==> src/rtl/adc_spi_tx.sv <==
// adc_spi_tx: buffers ADC samples in a small FIFO and sends each one as a framed SPI word (master, mode 0).
// Optional build macro ADC_SPI_TX_PARITY_EN appends an even-parity bit, giving a 17-bit frame.
module adc_spi_tx #(
  parameter int CLK_DIV = 4,
  parameter int FIFO_AW = 3,
  parameter int GAP_CYC = 8
) (
  input  logic             clk_in,
  input  logic             rst,
  input  logic [11:0]      smp_data,
  input  logic [2:0]       smp_ch,
  input  logic             smp_valid,
  output logic             spi_clk,
  output logic             spi_mosi,
  output logic             spi_cs,
  input  logic             spi_miso,
  output logic             miso_last,
  output logic [FIFO_AW:0] fifo_level,
  output logic             overflow,
  input  logic             clr_ovf
);

`ifdef ADC_SPI_TX_PARITY_EN
  localparam int FW = 17;
`else
  localparam int FW = 16;
`endif
  localparam int DEPTH = 1 << FIFO_AW;
  localparam logic [15:0] DIV_LAST  = 16'(CLK_DIV - 1);
  localparam logic [15:0] GAP_LAST  = 16'(GAP_CYC - 1);
  localparam logic [4:0]  LAST_RISE = 5'(FW);

  typedef enum logic [1:0] {IDLE, LOAD, SHIFT, GAP} state_t;

  state_t             state_q, state_d;
  logic [15:0]        cnt_q, cnt_d;
  logic [4:0]         rise_q, rise_d;
  logic [FW-1:0]      shift_q, shift_d;
  logic               sclk_q, sclk_d;
  logic               cs_q, cs_d;
  logic               miso_samp_q, miso_samp_d;
  logic               miso_last_q, miso_last_d;
  logic [FIFO_AW-1:0] wr_ptr_q, wr_ptr_d;
  logic [FIFO_AW-1:0] rd_ptr_q, rd_ptr_d;
  logic [FIFO_AW:0]   level_q, level_d;
  logic               ovf_q, ovf_d;
  logic [15:0]        mem_q [DEPTH];

  logic [15:0]        word_in;
  logic [15:0]        rd_word;
  logic [FW-1:0]      frame;
  logic               full, empty, pop, push, drop;

  assign word_in = {(smp_ch == 3'd0), smp_ch, smp_data};
  assign rd_word = mem_q[rd_ptr_q];
`ifdef ADC_SPI_TX_PARITY_EN
  assign frame = {rd_word, ^rd_word};
`else
  assign frame = rd_word;
`endif

  // Level can never exceed DEPTH, so its top bit alone means full.
  assign full  = level_q[FIFO_AW];
  assign empty = (level_q == '0);

  always_comb begin
    state_d     = state_q;
    cnt_d       = cnt_q;
    rise_d      = rise_q;
    shift_d     = shift_q;
    sclk_d      = sclk_q;
    cs_d        = cs_q;
    miso_samp_d = miso_samp_q;
    miso_last_d = miso_last_q;
    pop         = 1'b0;
    case (state_q)
      IDLE: begin
        cs_d   = 1'b1;
        sclk_d = 1'b0;
        if (!empty) begin
          pop     = 1'b1;
          shift_d = frame;
          cs_d    = 1'b0;
          cnt_d   = '0;
          rise_d  = '0;
          state_d = LOAD;
        end
      end
      LOAD: begin
        if (cnt_q == DIV_LAST) begin
          cnt_d   = '0;
          state_d = SHIFT;
        end else begin
          cnt_d = cnt_q + 16'd1;
        end
      end
      SHIFT: begin
        if (cnt_q == DIV_LAST) begin
          cnt_d = '0;
          if (!sclk_q) begin
            sclk_d      = 1'b1;
            rise_d      = rise_q + 5'd1;
            miso_samp_d = spi_miso;
          end else begin
            sclk_d = 1'b0;
            // The falling edge after the final rising edge closes the frame instead of shifting.
            if (rise_q == LAST_RISE) begin
              cs_d        = 1'b1;
              miso_last_d = miso_samp_q;
              state_d     = GAP;
            end else begin
              shift_d = {shift_q[FW-2:0], 1'b0};
            end
          end
        end else begin
          cnt_d = cnt_q + 16'd1;
        end
      end
      GAP: begin
        if (cnt_q == GAP_LAST) begin
          cnt_d   = '0;
          state_d = IDLE;
        end else begin
          cnt_d = cnt_q + 16'd1;
        end
      end
      default: state_d = IDLE;
    endcase
  end

  // A full FIFO still accepts a sample when a pop frees a slot in the same cycle.
  always_comb begin
    push     = smp_valid && (!full || pop);
    drop     = smp_valid && !push;
    wr_ptr_d = push ? wr_ptr_q + FIFO_AW'(1) : wr_ptr_q;
    rd_ptr_d = pop  ? rd_ptr_q + FIFO_AW'(1) : rd_ptr_q;
    level_d  = level_q;
    if (push && !pop) begin
      level_d = level_q + (FIFO_AW+1)'(1);
    end else if (pop && !push) begin
      level_d = level_q - (FIFO_AW+1)'(1);
    end
    ovf_d = ovf_q;
    if (clr_ovf) begin
      ovf_d = 1'b0;
    end
    if (drop) begin
      ovf_d = 1'b1;
    end
  end

  always_ff @(posedge clk_in or posedge rst) begin
    if (rst) begin
      state_q     <= IDLE;
      cnt_q       <= '0;
      rise_q      <= '0;
      shift_q     <= '0;
      sclk_q      <= 1'b0;
      cs_q        <= 1'b1;
      miso_samp_q <= 1'b0;
      miso_last_q <= 1'b0;
      wr_ptr_q    <= '0;
      rd_ptr_q    <= '0;
      level_q     <= '0;
      ovf_q       <= 1'b0;
    end else begin
      state_q     <= state_d;
      cnt_q       <= cnt_d;
      rise_q      <= rise_d;
      shift_q     <= shift_d;
      sclk_q      <= sclk_d;
      cs_q        <= cs_d;
      miso_samp_q <= miso_samp_d;
      miso_last_q <= miso_last_d;
      wr_ptr_q    <= wr_ptr_d;
      rd_ptr_q    <= rd_ptr_d;
      level_q     <= level_d;
      ovf_q       <= ovf_d;
    end
  end

  always_ff @(posedge clk_in) begin
    if (push) begin
      mem_q[wr_ptr_q] <= word_in;
    end
  end

  assign spi_clk    = sclk_q;
  assign spi_cs     = cs_q;
  assign spi_mosi   = shift_q[FW-1];
  assign miso_last  = miso_last_q;
  assign fifo_level = level_q;
  assign overflow   = ovf_q;

endmodule

==> config.mk <==
export PLATFORM = sky130hd
export DESIGN_NAME = adc_spi_tx
export DESIGN_NICKNAME = d
export VERILOG_FILES = /design/src/rtl/adc_spi_tx.sv
export SDC_FILE = /design/constraint.sdc
export NUM_CORES = 1
export LEC_CHECK = 0
export ABC_CLOCK_PERIOD_IN_PS = 7100
export CAP_MARGIN = 30
export CORE_ASPECT_RATIO = 0.6
export CORE_MARGIN = 2
export CORE_UTILIZATION = 60
export CTS_BUF_LIST = sky130_fd_sc_hd__clkbuf_2 sky130_fd_sc_hd__clkbuf_4 sky130_fd_sc_hd__clkbuf_8
export DETAILED_ROUTE_END_ITERATION = 7
export GPL_TIMING_DRIVEN = 0
export HOLD_SLACK_MARGIN = 0.05
export PLACE_DENSITY = 0.91
export SLEW_MARGIN = 20
export SYNTH_ARGS = -nofsm -noshare
export SYNTH_HDL_FRONTEND = slang
export SYNTH_SLANG_ARGS = --single-unit
==> constraint.sdc <==
create_clock -name clk_in -period 7.1 [get_ports clk_in]
set_clock_uncertainty 0.05 [all_clocks]
set_input_delay 1.42 -clock clk_in [delete_from_list [all_inputs] [get_ports clk_in]]
set_output_delay 1.42 -clock clk_in [all_outputs]
set_load 0.05 [all_outputs]
==> out/results.tsv <==
metric	value	unit
outcome	finished clean	
p_leak	3.08	nW
ys_ff_latch	182	
antenna_cells	0	
p_per_area	211	nW/um^2
cts_made_buffers	17	
worstPathCellList	clkdlybuf4s50_1	
fmax	0.305	GHz
setup_tns	0	ps
required	5630	ps
fp-row-count	31	
setup_viol	0	
grt_pass1_wl	24.8	mm
grt_max_degree	32	
yosysWarnings	0	
path_max_fanout	2	
rsz0062_at_grt	no	
io_pins	29	
async_flop_share	0.297	
hold_viol_final	0	
grt-ovfl-total	0	
die_x	150	um
power	1.84	mW
grt_pass1_vias	4527	
crit_type	flop to primary output	
cp_num_buf_inv	1	
place_congestion	0.846	
die_area	13800	um^2
syn_area	7680	um^2
route.detailed.drc	0	
cts_resized	0	
layout.nets	594	
cp_top_family	buffers and inverters	
worstPathArrival	1800	ps
antenna_found_initial	0	
cts-root-buf	clkbuf_8	
design_area	8710	um^2
min_period	3270	ps
cts_tree	built	
ys_types	44	
holdBufCountCts	0	
dp_hpwl	10.8	mm
synthesis.nets	536	
start_util	0.627	
cp-start-kind	flop	
synth_seq_area_share	0.676	
clk_path_buf_depth	2	
relSlewSlack	0.378	
die_h	91.7	um
slowest_stage	clkdlybuf4s50_1	
slew_violations	0	
drv_cap	0	
core_area	12300	um^2
cp-end-kind	primary output	
synthCells	502	
placed_area	8330	um^2
max_stage_delay	800	ps
dr.pass1.iters	5	
post-cts-setup-buffers	0	
clk_latency	450	ps
areaGrowthSynthToFinish	13.3	%
hp-class	flop to flop	
clock_sinks	182	
ant_nets	0	
worst_pin_slew	925	ps
layout-drive-gt1-share	0.183	
clk_pin_slew	100	ps
port_buffers	28	
vdd_drop_max	140	uV
avgSynthCellArea	15.3	um^2
synth-edff-count	128	
period_share	0.461	
synth_top_flop_cell	edfxtp_1	
vias_per_cell	6.23	
h-tree-depth	4	
drt-total-wl	15.7	mm
wire_per_inst	21.3	um
drtIter0Drc	548	
gr-usage-all-layers	0.247	
vias	4601	
cells in the mapped netlist (2+ instances only):
cell type / count / area share
nand4_1: 3 / 0.0024
buf_1: 2 / 0.00098
ha_1: 13 / 0.021
nand2_1: 39 / 0.019
and3_1: 4 / 0.0033
o22ai_1: 5 / 0.0041
nor2b_1: 2 / 0.0016
nand3_1: 14 / 0.0091
xnor2_1: 13 / 0.015
a22o_1: 2 / 0.0023
nor2_1: 42 / 0.021
nor4_1: 4 / 0.0033
mux2_2: 6 / 0.0088
inv_1: 18 / 0.0088
buf_6: 3 / 0.0044
or3_1: 2 / 0.0016
o21ai_0: 24 / 0.016
a21oi_1: 24 / 0.016
o21a_1: 3 / 0.0029
nor3_1: 8 / 0.0052
dfrtp_1: 53 / 0.17
edfxtp_1: 128 / 0.50
mux2i_1: 16 / 0.021
nand2b_1: 4 / 0.0033
and4_1: 4 / 0.0046
clkbuf_1: 7 / 0.0034
buf_2: 5 / 0.0033
xor2_1: 5 / 0.0057
nor4b_1: 3 / 0.0034
mux4_2: 32 / 0.094
per-layer routing:
layer / vias up / part of all wire / global-route usage
met5: - / 0 / 0
met3: 26 / 0.095 / 0.0597
met2: 260 / 0.46 / 0.363
met4: 0 / 0.016 / 0.0755
met1: 2304 / 0.43 / 0.373
li1: 2011 / - / -
through the flow:
step,hold WS (ps),util,worst slack (ps),cells
after floorplan,399,-,3780,502
after global placement,413,0.666,2320,695
after detailed placement,422,0.680,3510,706
after CTS,443,0.710,3790,738
after global routing,482,0.710,3750,738
final,441,0.710,3830,738
power by group:
group	switching, mW	leakage (nW)	total (mW)	internal (mW)
clock	0.370	0.196	0.666	0.296
combinational	0.0217	1.07	0.0355	0.0139
sequential	0.00171	1.81	1.14	1.14
cells by family (layout without fill, tap and decap cells):
| logic type | count (synthesis) | in the layout | share of synthesized area |
|---|---|---|---|
| DFF | 182 | 182 | 0.676 |
| muxes | 54 | 54 | 0.123 |
| buffers and inverters | 36 | 107 | 0.0218 |
| and+or+nand+nor | 134 | 134 | 0.0837 |
| xor gates and xnor gates | 18 | 18 | 0.0205 |
| AOI/OAI and AO/OA | 64 | 64 | 0.0503 |
| adders and majority gates | 14 | 14 | 0.0238 |
worst paths after layout:
check / start / end / slack (ps) / cells after the start
max in group asynchronous: rst / spi_cs$_DFFE_PP1P_ / 5120 / 3
max: spi_cs$_DFFE_PP1P_ / spi_cs / 3830 / 1
min reg2reg: shift_q[4]$_DFFE_PP0P_ / shift_q[4]$_DFFE_PP0P_ / 440 / 2
max reg2reg: state_q[1]$_DFFE_PP0P_ / fifo_level[3]$_DFFE_PP0P_ / 4130 / 14
min: shift_q[4]$_DFFE_PP0P_ / shift_q[4]$_DFFE_PP0P_ / 440 / 2
min in group asynchronous: rst / wr_ptr_q[2]$_DFFE_PP0P_ / 1270 / 2
cell usage in the layout, fill, tap and decap left out, types with 6 or more instances in the layout:
cell type,synthesis,layout
ha_1,13,13
nand2_1,39,39
nor2_2,0,6
mux2i_1,16,16
clkbuf_1,7,7
nand3_1,14,14
nor3_1,8,6
clkbuf_8,0,17
xnor2_1,13,13
a21oi_1,24,24
o21ai_0,24,24
clkdlybuf4s50_1,0,28
dfrtp_1,53,53
inv_1,18,17
edfxtp_1,128,128
nor2_1,42,36
mux2_2,6,6
mux4_2,32,32
flip-flops by register name, summed over array words and instances, names as in the netlist:
signal / cells
shift_q: 16
mem_q: 128
miso_last: 1
miso_samp_q: 1
state_q: 2
rd_ptr_q: 3
overflow: 1
fifo_level: 4
cnt_q: 16
spi_cs: 1
rise_q: 5
wr_ptr_q: 3
spi_clk: 1
cell type report:
| cell class | count | area [um^2] |
|---|---|---|
| flip-flops and latches | 182 | 5200 |
| fillers | 771 | 3550 |
| multi-input cells | 284 | 2340 |
| repair buffers | 39 | 417 |
| clock buffers | 20 | 256 |
| well taps | 165 | 206 |
| clock inverters | 12 | 120 |
| plain buffers | 18 | 100 |
| inverters | 18 | 67.6 |
No activity file was read; power rests on OpenSTA's default activity.
